$ cat src/rtl/alu_op_sequencer_if.sv
// Command/response, regfile and ALU bundle for alu_op_sequencer.
// Optional op_count exists only when ALU_SEQ_STATS_EN is defined.
interface alu_op_sequencer_if #(
  parameter int unsigned DATA_W = 32,
  parameter int unsigned ADDR_W = 5,
  parameter int unsigned OP_W   = 3
) ();
  logic              cmd_valid;
  logic              cmd_ready;
  logic [OP_W-1:0]   cmd_op;
  logic [ADDR_W-1:0] cmd_rd;
  logic [ADDR_W-1:0] cmd_rs1;
  logic [ADDR_W-1:0] cmd_rs2;
  logic [ADDR_W-1:0] rf_rs1;
  logic [ADDR_W-1:0] rf_rs2;
  logic [DATA_W-1:0] rf_rdata1;
  logic [DATA_W-1:0] rf_rdata2;
  logic              rf_we;
  logic [ADDR_W-1:0] rf_rd;
  logic [DATA_W-1:0] rf_wdata;
  logic [DATA_W-1:0] alu_a;
  logic [DATA_W-1:0] alu_b;
  logic [OP_W-1:0]   alu_op;
  logic [DATA_W-1:0] alu_y;
  logic              rsp_valid;
  logic              rsp_ready;
  logic [DATA_W-1:0] rsp_data;
  logic [ADDR_W-1:0] rsp_rd;
  logic              busy;
`ifdef ALU_SEQ_STATS_EN
  logic [31:0]       op_count;
`endif

  // Environment side: issuer, regfile, ALU and response consumer
  modport master (
    output cmd_valid, cmd_op, cmd_rd, cmd_rs1, cmd_rs2,
    output rf_rdata1, rf_rdata2, alu_y, rsp_ready,
    input  cmd_ready, rf_rs1, rf_rs2, rf_we, rf_rd, rf_wdata,
    input  alu_a, alu_b, alu_op, rsp_valid, rsp_data, rsp_rd, busy
`ifdef ALU_SEQ_STATS_EN
    , input op_count
`endif
  );

  // Sequencer side
  modport slave (
    input  cmd_valid, cmd_op, cmd_rd, cmd_rs1, cmd_rs2,
    input  rf_rdata1, rf_rdata2, alu_y, rsp_ready,
    output cmd_ready, rf_rs1, rf_rs2, rf_we, rf_rd, rf_wdata,
    output alu_a, alu_b, alu_op, rsp_valid, rsp_data, rsp_rd, busy
`ifdef ALU_SEQ_STATS_EN
    , output op_count
`endif
  );
endinterface

$ cat src/rtl/alu_op_sequencer.sv
// Multi-cycle read/execute/writeback sequencer owning the regfile ports and ALU.
// Define ALU_SEQ_STATS_EN to add a saturating response-handshake counter (op_count).
module alu_op_sequencer #(
  parameter int unsigned DATA_W = 32,
  parameter int unsigned ADDR_W = 5,
  parameter int unsigned OP_W   = 3
) (
  input logic             clk,
  input logic             rst,
  alu_op_sequencer_if.slave bus
);
  typedef enum logic [2:0] {
    S_IDLE = 3'd0,
    S_READ = 3'd1,
    S_EXEC = 3'd2,
    S_WB   = 3'd3,
    S_RSP  = 3'd4
  } state_t;

  state_t            r_state;
  state_t            w_next;
  logic              w_cmd_fire;
  logic              w_rsp_fire;

  logic              r_cmd_ready;
  logic              r_busy;
  logic              r_rf_we;
  logic              r_rsp_valid;

  logic [OP_W-1:0]   r_op;
  logic [ADDR_W-1:0] r_rd;
  logic [ADDR_W-1:0] r_rs1;
  logic [ADDR_W-1:0] r_rs2;
  logic [DATA_W-1:0] r_opa;
  logic [DATA_W-1:0] r_opb;
  logic [OP_W-1:0]   r_alu_op;
  logic [DATA_W-1:0] r_result;

  // Next-state decode
  always_comb begin
    w_next     = r_state;
    w_cmd_fire = 1'b0;
    w_rsp_fire = 1'b0;
    case (r_state)
      S_IDLE: begin
        if (bus.cmd_valid && r_cmd_ready) begin
          w_cmd_fire = 1'b1;
          w_next     = S_READ;
        end
      end
      S_READ: w_next = S_EXEC;
      S_EXEC: w_next = S_WB;
      S_WB:   w_next = S_RSP;
      S_RSP: begin
        if (r_rsp_valid && bus.rsp_ready) begin
          w_rsp_fire = 1'b1;
          w_next     = S_IDLE;
        end
      end
      default: w_next = S_IDLE;
    endcase
  end

  // State and control flags, registered from the next state
  always_ff @(posedge clk) begin
    if (rst) begin
      r_state     <= S_IDLE;
      r_cmd_ready <= 1'b1;
      r_busy      <= 1'b0;
      r_rf_we     <= 1'b0;
      r_rsp_valid <= 1'b0;
    end else begin
      r_state     <= w_next;
      r_cmd_ready <= (w_next == S_IDLE);
      r_busy      <= (w_next != S_IDLE);
      r_rf_we     <= (w_next == S_WB) && (r_rd != '0);
      r_rsp_valid <= (w_next == S_RSP);
    end
  end

  // Command capture, operand fetch and result capture
  always_ff @(posedge clk) begin
    if (rst) begin
      r_op     <= '0;
      r_rd     <= '0;
      r_rs1    <= '0;
      r_rs2    <= '0;
      r_opa    <= '0;
      r_opb    <= '0;
      r_alu_op <= '0;
      r_result <= '0;
    end else begin
      if (w_cmd_fire) begin
        r_op  <= bus.cmd_op;
        r_rd  <= bus.cmd_rd;
        r_rs1 <= bus.cmd_rs1;
        r_rs2 <= bus.cmd_rs2;
      end
      if (r_state == S_READ) begin
        r_opa    <= bus.rf_rdata1;
        r_opb    <= bus.rf_rdata2;
        r_alu_op <= r_op;
      end
      if (r_state == S_EXEC) begin
        r_result <= bus.alu_y;
      end
    end
  end

`ifdef ALU_SEQ_STATS_EN
  logic [31:0] r_op_count;

  always_ff @(posedge clk) begin
    if (rst) begin
      r_op_count <= '0;
    end else if (w_rsp_fire && (r_op_count != 32'hFFFF_FFFF)) begin
      r_op_count <= r_op_count + 32'd1;
    end
  end

  assign bus.op_count = r_op_count;
`else
  logic w_unused_rsp_fire;
  assign w_unused_rsp_fire = w_rsp_fire;
`endif

  assign bus.cmd_ready = r_cmd_ready;
  assign bus.busy      = r_busy;
  assign bus.rf_rs1    = r_rs1;
  assign bus.rf_rs2    = r_rs2;
  // Reset in the WB cycle must suppress that edge's write
  assign bus.rf_we     = r_rf_we & ~rst;
  assign bus.rf_rd     = r_rd;
  assign bus.rf_wdata  = r_result;
  assign bus.alu_a     = r_opa;
  assign bus.alu_b     = r_opb;
  assign bus.alu_op    = r_alu_op;
  assign bus.rsp_valid = r_rsp_valid;
  assign bus.rsp_data  = r_result;
  assign bus.rsp_rd    = r_rd;
endmodule

$ cat src/flat_wrapper.sv
// flat-port wrapper written by rule: the top's interface ports become plain ports
module alu_op_sequencer_flat 
#(
  parameter int unsigned DATA_W = 32,
  parameter int unsigned ADDR_W = 5,
  parameter int unsigned OP_W   = 3
)
  (clk, rst, bus_cmd_valid, bus_cmd_op, bus_cmd_rd, bus_cmd_rs1, bus_cmd_rs2, bus_rf_rdata1, bus_rf_rdata2, bus_alu_y, bus_rsp_ready, bus_cmd_ready, bus_rf_rs1, bus_rf_rs2, bus_rf_we, bus_rf_rd, bus_rf_wdata, bus_alu_a, bus_alu_b, bus_alu_op, bus_rsp_valid, bus_rsp_data, bus_rsp_rd, bus_busy);
  alu_op_sequencer_if #(.DATA_W(DATA_W), .ADDR_W(ADDR_W), .OP_W(OP_W)) bus_i ();
  input logic clk;
  input logic rst;
  input wire logic [$bits(bus_i.cmd_valid)-1:0] bus_cmd_valid;
  input wire logic [$bits(bus_i.cmd_op)-1:0] bus_cmd_op;
  input wire logic [$bits(bus_i.cmd_rd)-1:0] bus_cmd_rd;
  input wire logic [$bits(bus_i.cmd_rs1)-1:0] bus_cmd_rs1;
  input wire logic [$bits(bus_i.cmd_rs2)-1:0] bus_cmd_rs2;
  input wire logic [$bits(bus_i.rf_rdata1)-1:0] bus_rf_rdata1;
  input wire logic [$bits(bus_i.rf_rdata2)-1:0] bus_rf_rdata2;
  input wire logic [$bits(bus_i.alu_y)-1:0] bus_alu_y;
  input wire logic [$bits(bus_i.rsp_ready)-1:0] bus_rsp_ready;
  output wire logic [$bits(bus_i.cmd_ready)-1:0] bus_cmd_ready;
  output wire logic [$bits(bus_i.rf_rs1)-1:0] bus_rf_rs1;
  output wire logic [$bits(bus_i.rf_rs2)-1:0] bus_rf_rs2;
  output wire logic [$bits(bus_i.rf_we)-1:0] bus_rf_we;
  output wire logic [$bits(bus_i.rf_rd)-1:0] bus_rf_rd;
  output wire logic [$bits(bus_i.rf_wdata)-1:0] bus_rf_wdata;
  output wire logic [$bits(bus_i.alu_a)-1:0] bus_alu_a;
  output wire logic [$bits(bus_i.alu_b)-1:0] bus_alu_b;
  output wire logic [$bits(bus_i.alu_op)-1:0] bus_alu_op;
  output wire logic [$bits(bus_i.rsp_valid)-1:0] bus_rsp_valid;
  output wire logic [$bits(bus_i.rsp_data)-1:0] bus_rsp_data;
  output wire logic [$bits(bus_i.rsp_rd)-1:0] bus_rsp_rd;
  output wire logic [$bits(bus_i.busy)-1:0] bus_busy;
  assign bus_i.cmd_valid = bus_cmd_valid;
  assign bus_i.cmd_op = bus_cmd_op;
  assign bus_i.cmd_rd = bus_cmd_rd;
  assign bus_i.cmd_rs1 = bus_cmd_rs1;
  assign bus_i.cmd_rs2 = bus_cmd_rs2;
  assign bus_i.rf_rdata1 = bus_rf_rdata1;
  assign bus_i.rf_rdata2 = bus_rf_rdata2;
  assign bus_i.alu_y = bus_alu_y;
  assign bus_i.rsp_ready = bus_rsp_ready;
  assign bus_cmd_ready = bus_i.cmd_ready;
  assign bus_rf_rs1 = bus_i.rf_rs1;
  assign bus_rf_rs2 = bus_i.rf_rs2;
  assign bus_rf_we = bus_i.rf_we;
  assign bus_rf_rd = bus_i.rf_rd;
  assign bus_rf_wdata = bus_i.rf_wdata;
  assign bus_alu_a = bus_i.alu_a;
  assign bus_alu_b = bus_i.alu_b;
  assign bus_alu_op = bus_i.alu_op;
  assign bus_rsp_valid = bus_i.rsp_valid;
  assign bus_rsp_data = bus_i.rsp_data;
  assign bus_rsp_rd = bus_i.rsp_rd;
  assign bus_busy = bus_i.busy;
  alu_op_sequencer #(.DATA_W(DATA_W), .ADDR_W(ADDR_W), .OP_W(OP_W)) u_core (.clk(clk), .rst(rst), .bus(bus_i));
endmodule
$ cat config.mk
export PLATFORM = sky130hd
export DESIGN_NAME = alu_op_sequencer_flat
export DESIGN_NICKNAME = d
export VERILOG_FILES = /design/src/rtl/alu_op_sequencer_if.sv /design/src/rtl/alu_op_sequencer.sv /design/src/flat_wrapper.sv
export SDC_FILE = /design/constraint.sdc
export NUM_CORES = 1
export LEC_CHECK = 0
export BUFFER_PORTS_ARGS = -buffer_cell sky130_fd_sc_hd__buf_4
export CAP_MARGIN = 25
export CORE_ASPECT_RATIO = 0.8
export CORE_UTILIZATION = 41
export CTS_BUF_LIST = sky130_fd_sc_hd__clkbuf_16
export CTS_CLUSTER_DIAMETER = 40
export CTS_CLUSTER_SIZE = 24
export DETAILED_ROUTE_END_ITERATION = 8
export PLACE_DENSITY = 0.75
export SLEW_MARGIN = 15
export SYNTH_ARGS = -nofsm -noshare
export SYNTH_HDL_FRONTEND = slang
export SYNTH_SLANG_ARGS = --single-unit
export TNS_END_PERCENT = 5
$ cat constraint.sdc
create_clock -name clk -period 1.6 [get_ports clk]
set_input_delay 0.16 -clock clk [delete_from_list [all_inputs] [get_ports clk]]
set_output_delay 0.16 -clock clk [all_outputs]
set_load 0.02 [all_outputs]
======== After elaboration in Yosys (flattened, before gate mapping) ========
Cells that the tools add are included.
word-level totals
  flip-flop bits (word level) ............. 124
  input bits .............................. 118
  output and inout bits ................... 155
  word-level logic and storage cells ...... 33
cells by class
  equality and inequality tests ........... 6
  multiplexer cells ....................... 5
  bitwise operators ....................... 2
  reduce and logical (&&, ||, !) cells .... 7
operators with widths
  operator                                              number
  one-hot mux 3 bit (5 select lines)                    1
  equality test 3 x 2 -> 1 bit (second input constant)  3
  equality test 3 bit (second input constant)           2
  logical NOT 3 bit                                     2
  2-to-1 mux 3 bit                                      2
  nonzero test 5 bit                                    1
  equality test 3 x 1 -> 1 bit (second input constant)  1
  logical AND 1 bit                                     3
  nonzero test 3 bit                                    1
  2-to-1 mux 1 bit                                      2
  AND 1 bit                                             1
  inverter 1 bit                                        1

======== Logic depth before layout (Yosys ltp) ========
Gate-level depths: netlist of the first run.
  depth in word-level cells ............... 5
  depth in mapped cells ................... 7

======== Worst setup path after synthesis of the first run ========
Ideal clock, no wire load.
  kind .................................... reg2reg
  from .................................... register u_core.r_state[2]
  to ...................................... register u_core.r_opb[26] (netlist: u_core.bus.alu_b[26])
  library setup time ...................... 132 ps
  arrival ................................. 1277 ps
  required time ........................... 1468 ps
  slack ................................... 191 ps
  cell stages (with the launch flop) ...... 8
  path buffers ............................ 4
  path through ............................ dfxtp_1 -> buf_2 -> or3b_1 -> clkbuf_1 -> buf_6 -> buf_6 -> nand2_1 -> a21oi_1
on the way
  cells in the longest elaborated chain, start to end .. 1
RTL lines
  element                       RTL line                 text
  from (decl)                   alu_op_sequencer.sv:20   state_t r_state;
  from (signal assigned)        alu_op_sequencer.sv:73   r_state <= w_next;
  equality test 3 x 1 -> 1 bit  alu_op_sequencer.sv:99   if (r_state == S_READ) begin
  to (signal assigned)          alu_op_sequencer.sv:101  r_opb <= bus.rf_rdata2;
  to (decl)                     alu_op_sequencer.sv:35   logic [DATA_W-1:0] r_opb;
No other way between the ends.
A chain may end at the register's enable or synchronous reset.

======== Worst setup path in the final report of the first run ========
Same ends and word-level chain as after synthesis.

==> reports/metrics.cfg, run 1 <==
[clock_tree]
cts_root_buf=clkbuf_16
cts_max_level=4
cts_buffers=17
post_cts_buffers=0
clk_pin_slew_ns=0.05
cts_sinks=124
cts_buffer_depth=2
clk_latency_ns=0.40
cts_tree=built

[timing]
fin_crit_sh=0.865
rsz0062_at_grt=no
final-hold-violation-count=0
fin_skew_ns=0.00734
relSlewSlack=0.612
max_freq_ghz=0.723
slew_violations=0
setup_viol_count_final=0
min_period_ns=1.38
worst_slack_ns=0.216
tns_ns=0
worst_pin_slew_ns=0.581

[layout]
n_fill_cell=861
utilization=0.675
final_layout_size_suffix_gt1_frac=0.384
diodes=0
finish.instance_area_um2=7530
syn2layout_area_growth_pct=57.0
multi_input_area_um2=1840
nNetsFinal=914
final_cell_mix=276 x buf_4, 137 x nand2_1, 124 x dfxtp_1
final-seq-area_um2=2480
final_common_cell=buf_4

[logic_synthesis]
synth_top_area_frac=0.518
synth-seq-cells=124
yosys-top-cells-area=dfxtp_1 52%, nand2_1 11%, mux2i_1 10%, a21oi_1 7.4%, buf_4 6.7%
synth.net_count=660
ys_warn_count=0
syn_inst=542
synth.distinct_cells=19
avgSynthCellArea_um2=8.85
yosysSeqAreaShare=0.518
synthesis.area_um2=4800
synth_top_area_cell=dfxtp_1

[route]
totalWireLength_um=13300
first_pass_iters=6
viasPerCell=4.65
wl_per_cell_um=14.0
vias=4427
ant_nets=0
drc_errors=0
drt_iter0_markers=146

[floorplanning]
initial_core_util=0.430
coreArea_um2=11100
die_x_um=123
die_y_um=98.7
num_rows=34
io_pins=273
dieArea_um2=12100

[placed_design]
postPlaceCellArea_um2=6720
place.port_buffers=272
dpl.hpwl_um=9400
pre_cts_ws_ns=0.211
place_congestion=0.728

[grt]
track_usage=0.219
grt_pass1_wl_um=20500
grt_max_degree=70
antenna_found_initial=0
use_met2=0.392
grt_pass1_vias=4359
busiest_layer=met2
use_met3=0.0955
overflow=0
use_met1=0.227

[setup_path]
startpoint_type=flop
worst_ep_arrival_time_ns=1.70
r2r_slack_ns=0.22
worst-setup-path-type=reg -> reg
cp.required_ns=1.92
endpoint_kind=flop
cp_max_fo=25

[power_and_ir_drop]
ir_worst_vdd_mv=0.952
p_leak_nw=3.38
powerDensity_nw_per_um2=1160

[worst_hold_path]
hp-class=in -> reg

[flow_run]
cap_violations=0

[outcome]
status=finished, final reports clean

==> final cells by class <==
type                            instances  share of cell area
Multi-Input combinational cell        343               0.245
Sequential cell                       124               0.330
Timing Repair Buffer                  310               0.330
Clock inverter                         14              0.0153
Clock buffer                           17              0.0565
Tap cell                              144              0.0239
==> through the flow <==
step | hold slack (ns) | instances | power (mW)
2_1_floorplan | 0.296 | 542 | 4.53
3_3_place_gp | 0.395 | 894 | 5.23
3_5_place_dp | 0.402 | 894 | 5.27
4_1_cts | 0.0000540 | 947 | 8.82
5_1_grt | 0.000752 | 952 | 9.14
6_report | 0.00645 | 952 | 8.75
==> cells in the mapped netlist <==
cell,count
nand2_1,137
nor3b_1,2
or3_1,1
nor2_1,35
dfxtp_1,124
or3b_1,1
nor3_1,3
mux2i_1,50
buf_4,43
a21oi_1,71
buf_6,5
a211oi_1,1
nor2b_1,3
nor3b_2,1
buf_2,7
clkbuf_1,20
nand2b_1,36
nand3b_1,1
nor4_1,1
==> worst max-delay path, cell delays in order (launching register included) <==
cell and delay [ns]:
dfxtp_1 0.33, buf_4 0.17, nor3b_4 0.25, buf_4 0.31, nand2_1 0.10, a21oi_1 0.15
==> per-layer routing <==
layer  routed length (µm)  share of wire
met1                 4980           0.37
met2                 7010           0.52
met3                 1200          0.090
met4                  167          0.013
met5                    0              0
==> final timing paths <==
path,start,endpoint,depth (start not counted)
min,bus_alu_y[24],u_core.bus.rf_wdata[24],3
min reg2reg,u_core.bus.alu_a[29],u_core.bus.alu_a[29],2
max reg2reg,u_core.r_state[2],u_core.bus.alu_b[26],5
max,u_core.r_state[2],u_core.bus.alu_b[26],5
==> power breakdown <==
group          switching, mW  internal (mW)
Combinational          0.925          0.859
Sequential             0.151           3.32
Clock                   1.27           2.23
Total                   2.34           6.41
==> flip-flops by register name (all words and copies together) (netlist names) <==
signal	count
u_core.r_rf_we	1
u_core.bus.rf_rs2	5
u_core.bus.busy	1
u_core.r_state	3
u_core.r_op	3
u_core.bus.rsp_valid	1
u_core.bus.alu_b	32
u_core.bus.rf_rs1	5
u_core.bus.cmd_ready	1
u_core.bus.alu_a	32
u_core.bus.alu_op	3
u_core.bus.rf_wdata	32
u_core.bus.rf_rd	5
==> repair_timing <==
item                      4_1_cts  5_1_grt
gates resized for setup         0        0
hold buffers                   22        5
hold endpoints to repair       22        5
==> logic make-up after synthesis <==
group,synth area share
compound gates,0.0757
buf+inv,0.102
flops,0.518
mux,0.104
simple gates,0.200
(Power assumes the default switching activity.)
==> inputs of run 2 (changes only) <==
- CORE_UTILIZATION: 41 -> 44
- PLACE_DENSITY: 0.75 -> 0.8
==> run 2 against run 1 <==
Effect of this change:
- routed wire length is 13% higher
- clock power decreased by 4%
- final cell count up 1.4%
- die area is 6.7% lower
- sequential power is essentially flat
- maximum frequency shrank 6.0%
- count of clock-buffer cells in the layout stayed put
- setup slack lost 0.088 ns
- sequential share of layout area fell by 0.53 points
- design area is 1.6% higher
==> reports/metrics.cfg, run 2 (synthesized netlist as in run 1, its figures left out) <==
[grt]
overflow=0  ; unchanged
grt_pass1_wl_um=22900  ; +12%
grt_max_degree=63  ; -10%
track_usage=0.262  ; +0.0429
antenna_found_initial=0  ; unchanged
grt_pass1_vias=4620  ; +6.0%

[clock_tree]
clk_latency_ns=0.40  ; about the same
cts_buffer_depth=2  ; unchanged
cts_resized=0  ; unchanged
cts_buffers=17  ; unchanged
cts_tree=built
cts_sinks=124  ; unchanged
cts_root_buf=clkbuf_16
clk_pin_slew_ns=0.05  ; about the same
post_cts_buffers=0  ; unchanged
cts_max_level=4  ; unchanged

[power_and_ir_drop]
powerDensity_nw_per_um2=1130  ; -2.5%
clkPwrFrac=0.387  ; -0.012
seq_power_share=0.400  ; +0.003
combPwrFrac=0.213  ; +0.009
switchingPower_mw=2.41  ; +2.9%
p_leak_nw=3.43  ; +1.6%
ir_worst_vdd_mv=0.785  ; -17%
p_int_mw=6.26  ; -2.3%
switching_share=0.278  ; +0.0103

[layout]
syn2layout_area_growth_pct=59.5
final_common_cell=buf_4
final_layout_size_suffix_gt1_frac=0.378  ; -0.00548
final_cell_mix=278 x buf_4, 137 x nand2_1, 124 x dfxtp_1
multi_input_area_um2=1840  ; unchanged
final-seq-area_um2=2480  ; unchanged
nNetsFinal=932  ; +2.0%
n_fill_cell=738  ; -14%
diodes=0  ; unchanged

[setup_path]
endpoint_kind=flop
worst_ep_arrival_time_ns=1.77  ; +0.07 ns
r2r_slack_ns=0.13  ; -0.09 ns
r2r_cells=5  ; unchanged
worst-setup-path-type=reg -> reg
cp.required_ns=1.90  ; -0.02 ns
cp_max_fo=62  ; +150%
r2r-start=u_core.r_state[0]
rr_endpoint=u_core.bus.alu_a[17]
startpoint_type=flop

[worst_hold_path]
hold_end=u_core.bus.alu_a[0]
hp-class=in -> reg
hp-start=bus_rf_rdata1[0]
min_delay_path_depth=3  ; unchanged

[floorplanning]
die_x_um=119  ; -3.4%
io_pins=273  ; unchanged
initial_core_util=0.461  ; +0.0306
die_y_um=95.4  ; -3.4%
num_rows=33  ; -2.9%
dieArea_um2=11300  ; -6.7%
coreArea_um2=10400  ; -6.6%

[route]
wl_per_cell_um=15.6  ; +11%
first_pass_iters=6  ; unchanged
ant_nets=0  ; unchanged
vias=4657  ; +5.2%
totalWireLength_um=15100  ; +13%
drc_errors=0  ; unchanged
drt_iter0_markers=256  ; +75%
viasPerCell=4.83  ; +3.8%

[placed_design]
dpl.hpwl_um=9730  ; +3.5%
place.port_buffers=272  ; unchanged
place_congestion=0.832  ; +14%

[timing]
relSlewSlack=0.622  ; +0.0100
worst_pin_slew_ns=0.566  ; -0.0150 ns
setup_viol_count_final=0  ; unchanged
rsz0062_at_grt=no
max_freq_ghz=0.680  ; -6.0%
tns_ns=0  ; unchanged
min_period_ns=1.47  ; +0.0879 ns
hold_slack_ns=0.0171  ; +0.0107 ns
fin_skew_ns=0.00981  ; +0.00247 ns
slew_violations=0  ; unchanged
fin_crit_sh=0.920  ; +0.0549
final-hold-violation-count=0  ; unchanged

[flow_run]
cap_violations=0  ; unchanged

[outcome]
status=finished, final reports clean

-- run 2: cell types whose count changed in the layout (fill, tap and decap cells not counted) --
| cell | delta |
|---|---|
| dlygate4sd3_1 | +18 |
| clkinv_1 | -2 |
| buf_4 | +2 |
| buf_12 | -2 |
| clkinv_2 | +3 |
| inv_1 | -1 |
| bufinv_16 | -1 |
-- run 2: repair_timing --
| action | 4_1_cts | 5_1_grt |
|---|---|---|
| setup endpoints to repair | 0 | 0 |
| hold buffers | 44 | 1 |
| endpoints found under the hold margin | 44 | 1 |
-- run 2: worst max-delay path, cell delays in order (launching register included) --
cell	delay, ns
dfxtp_1	0.35
buf_4	0.16
nor3b_4	0.24
buf_12	0.28
nand2_1	0.10
a21oi_1	0.22
-- run 2: per-layer routing --
layer  vias up  track usage  wire length [µm]  part of all wire
li1       2252            -                 -                 -
met1      2180        0.275              5610              0.37
met2       202        0.484              7980              0.53
met3        23       0.0933              1220             0.081
met4         0        0.102               264             0.018
met5         -            0                 0                 0
-- run 2: power by group through the flow --
stage / registers, mW / clock network, mW / logic, mW
after global placement: 3.52 / 0 / 1.70
after detailed placement: 3.53 / 0 / 1.74
after global routing: 3.50 / 3.58 / 1.96
final: 3.47 / 3.36 / 1.84
after CTS: 3.47 / 3.41 / 1.83
after floorplan: 3.76 / 0 / 0.768
-- run 2: worst max-delay path by stage --
stage / startpoint / endpoint / slack (ns) / cells after the start
2_1_floorplan: u_core.r_state[2] / u_core.bus.alu_b[26] / 0.19 / 7
3_3_place_gp: u_core.r_state[2] / u_core.bus.rf_rd[2] / 0.24 / 4
3_5_place_dp: u_core.r_state[2] / u_core.bus.rf_rd[3] / 0.13 / 4
4_1_cts: u_core.r_state[2] / u_core.bus.rf_rs2[4] / 0.12 / 4
5_1_grt: u_core.r_state[2] / u_core.bus.rf_rs2[0] / 0.05 / 4
6_report: u_core.r_state[0] / u_core.bus.alu_a[17] / 0.13 / 5
-- run 2: final cells by class --
type	instances	share of cell area
sequential	124	0.324
clock inverter	13	0.0116
tap	140	0.0229
multi-input combinational	343	0.241
timing repair buffer	328	0.345
clock buffer	17	0.0556
-- run 2: metrics by stage --
step | utilization | instance area [µm²] | power (mW) | instances | setup WS [ns]
floorplan | - | 4800 | 4.53 | 542 | 0.191
global placement | 0.643 | 6690 | 5.21 | 890 | 0.242
detailed placement | 0.643 | 6690 | 5.27 | 890 | 0.127
CTS | 0.734 | 7640 | 8.70 | 964 | 0.120
global route | 0.735 | 7650 | 9.04 | 965 | 0.0471
finish | 0.735 | 7650 | 8.67 | 965 | 0.129
==> inputs of run 3 (changes only) <==
- CORE_UTILIZATION: 44 -> 40
- GPL_TIMING_DRIVEN: not set -> 0
- PLACE_DENSITY: 0.8 -> 0.74
==> run 3 against run 2 <==
Effect of this change:
- first-iteration DRC count fell by 20%
- power rose by 1.5%
- global-route usage fell by 2.3 points
- critical path depth rose by 1
- largest power group unchanged
- combinational power rose by 7%
- critical path type unchanged
==> reports/metrics.cfg, run 3 (synthesized netlist as in run 1, its figures left out) <==
[grt]
track_usage=0.238  ; -0.0231
antenna_found_initial=0  ; unchanged
overflow=0  ; unchanged
grt_max_degree=17  ; -73%
grt_pass1_vias=4666  ; +1.0%
grt_pass1_wl_um=23400  ; +2.3%

[setup_path]
r2r-start=u_core.r_state[1]
cp_max_fo=10  ; -84%
rr_endpoint=u_core.bus.rf_wdata[26]
r2r_slack_ns=0.05  ; -0.08 ns
worst_ep_arrival_time_ns=1.82  ; +0.05 ns
cp.required_ns=1.87  ; -0.03 ns
worst-setup-path-type=reg -> reg
cp-startpoint=u_core.r_state[1]
r2r_cells=6  ; +1
startpoint_type=flop
crit_end=u_core.bus.rf_wdata[26]
endpoint_kind=flop

[layout]
final_common_cell=buf_4
final_layout_size_suffix_gt1_frac=0.400  ; +0.0223
syn2layout_area_growth_pct=67.9
n_fill_cell=899  ; +22%
utilization=0.694  ; -0.0413
nNetsFinal=1000  ; +7.3%
diodes=0  ; unchanged
final_cell_mix=317 x buf_4, 137 x nand2_1, 124 x dfxtp_1

[route]
drc_errors=0  ; unchanged
drt_iter0_markers=204  ; -20%
viasPerCell=4.62  ; -4.4%
totalWireLength_um=15100  ; about the same
wl_per_cell_um=14.5  ; -7.4%
ant_nets=0  ; unchanged
vias=4809  ; +3.3%
first_pass_iters=4  ; -2

[clock_tree]
cts_buffers=17  ; unchanged
cts_tree=built
cts_root_buf=clkbuf_16
clk_pin_slew_ns=0.05  ; about the same
cts_max_level=4  ; unchanged
clk_latency_ns=0.41  ; about the same
cts_buffer_depth=2  ; unchanged
cts_sinks=124  ; unchanged

[floorplanning]
coreArea_um2=11600  ; +12%
die_x_um=124  ; +4.8%
io_pins=273  ; unchanged
initial_core_util=0.413  ; -0.0477
num_rows=35  ; +6.1%
dieArea_um2=12400  ; +9.8%
die_y_um=99.9  ; +4.8%

[power_and_ir_drop]
combPwrFrac=0.223  ; +0.010
clkPwrFrac=0.383  ; -0.004
seq_power_share=0.394  ; -0.006
p_int_mw=6.36  ; +1.6%
switchingPower_mw=2.44  ; +1.3%
switching_share=0.277  ; -0.000597
powerDensity_nw_per_um2=1090  ; -3.5%
p_leak_nw=3.71  ; +8.1%
ir_worst_vdd_mv=0.878  ; +12%
p_total_mw=8.81  ; +1.5%

[timing]
fin_skew_ns=0.0105  ; +0.000675 ns
relSlewSlack=0.647  ; +0.0242
final-hold-violation-count=0  ; unchanged
worst_pin_slew_ns=0.530  ; -0.0364 ns
rsz0062_at_grt=yes
min_period_ns=1.55  ; +0.0806 ns
setup_viol_count_final=0  ; unchanged
fin_crit_sh=0.970  ; +0.0504
max_freq_ghz=0.644  ; -5.2%
slew_violations=0  ; unchanged
hold_slack_ns=0.00391  ; -0.0132 ns

[worst_hold_path]
hp-class=in -> reg

[outcome]
status=finished, final reports clean

[placed_design]
dpl.hpwl_um=11000  ; +13%
place.port_buffers=272  ; unchanged
place_congestion=0.783  ; -5.9%

[flow_run]
cap_violations=0  ; unchanged

==> run 3: cell types whose count changed in the layout (fill, tap and decap cells not counted), moves of 3 or more <==
cell	before	now
buf_2	0	5
buf_6	0	8
buf_12	5	0
clkbuf_1	0	16
clkbuf_2	0	3
buf_4	278	317
==> run 3: worst min-delay path by stage <==
stage	from	endpoint	slack (ns)	cells after the start
detailed placement	bus_alu_y[7]	u_core.bus.rf_wdata[7]	0.41	3
global route	bus_rf_rdata2[31]	u_core.bus.alu_b[31]	0.006	3
global placement	bus_alu_y[23]	u_core.bus.rf_wdata[23]	0.40	3
floorplan	bus_rf_rdata2[10]	u_core.bus.alu_b[10]	0.30	2
CTS	bus_alu_y[15]	u_core.bus.rf_wdata[15]	0.0003	3
finish	bus_alu_y[25]	u_core.bus.rf_wdata[25]	0.004	3
==> run 3: area by class of cell <==
type                       count  area [µm²]  share of cell area
tap                          148         185              0.0230
clock buffer                  17         425              0.0528
buffer                        74         505              0.0628
multi-input combinational    343        1830               0.227
sequential                   124        2480               0.308
timing repair buffer         322        2530               0.315
clock inverter                14        90.1              0.0112
==> run 3: what timing repair did <==
item	CTS	global route
hold buffers	46	1
endpoints found under the setup margin	32	74
hold endpoints to repair	46	1
resized for setup	5	8
setup buffers	0	3
==> run 3: layer usage <==
layer / vias to the layer above / share of wire / global-route usage
met5: - / 0 / 0
li1: 2389 / - / -
met1: 2212 / 0.41 / 0.276
met4: 0 / 0.023 / 0.110
met3: 27 / 0.069 / 0.0656
met2: 181 / 0.50 / 0.414
==> run 3: per-stage QoR <==
step | cells | setup slack, ns | setup TNS (ns) | instance area [µm²]
floorplan | 542 | 0.191 | 0 | 4800
global placement | 962 | -0.0522 | -0.675 | 7020
detailed placement | 962 | -0.0950 | -1.61 | 7020
CTS | 1039 | 0.000213 | 0 | 8020
global route | 1042 | -0.0385 | -0.802 | 8050
finish | 1042 | 0.0480 | 0 | 8050
==> run 3: worst max-delay path: stages (launching register included) <==
cell and delay (ns):
dfxtp_1 0.31, buf_2 0.20, nor3b_1 0.21, buf_4 0.22, buf_6 0.19, mux2i_1 0.23
nor2_1 0.07
==> run 3: power groups by stage <==
stage	sequential, mW	clock (mW)	combinational (mW)
after floorplan	3.76	0	0.768
after global placement	3.52	0	1.81
after detailed placement	3.53	0	1.84
after CTS	3.46	3.43	1.95
after global routing	3.49	3.58	2.11
final	3.47	3.37	1.97
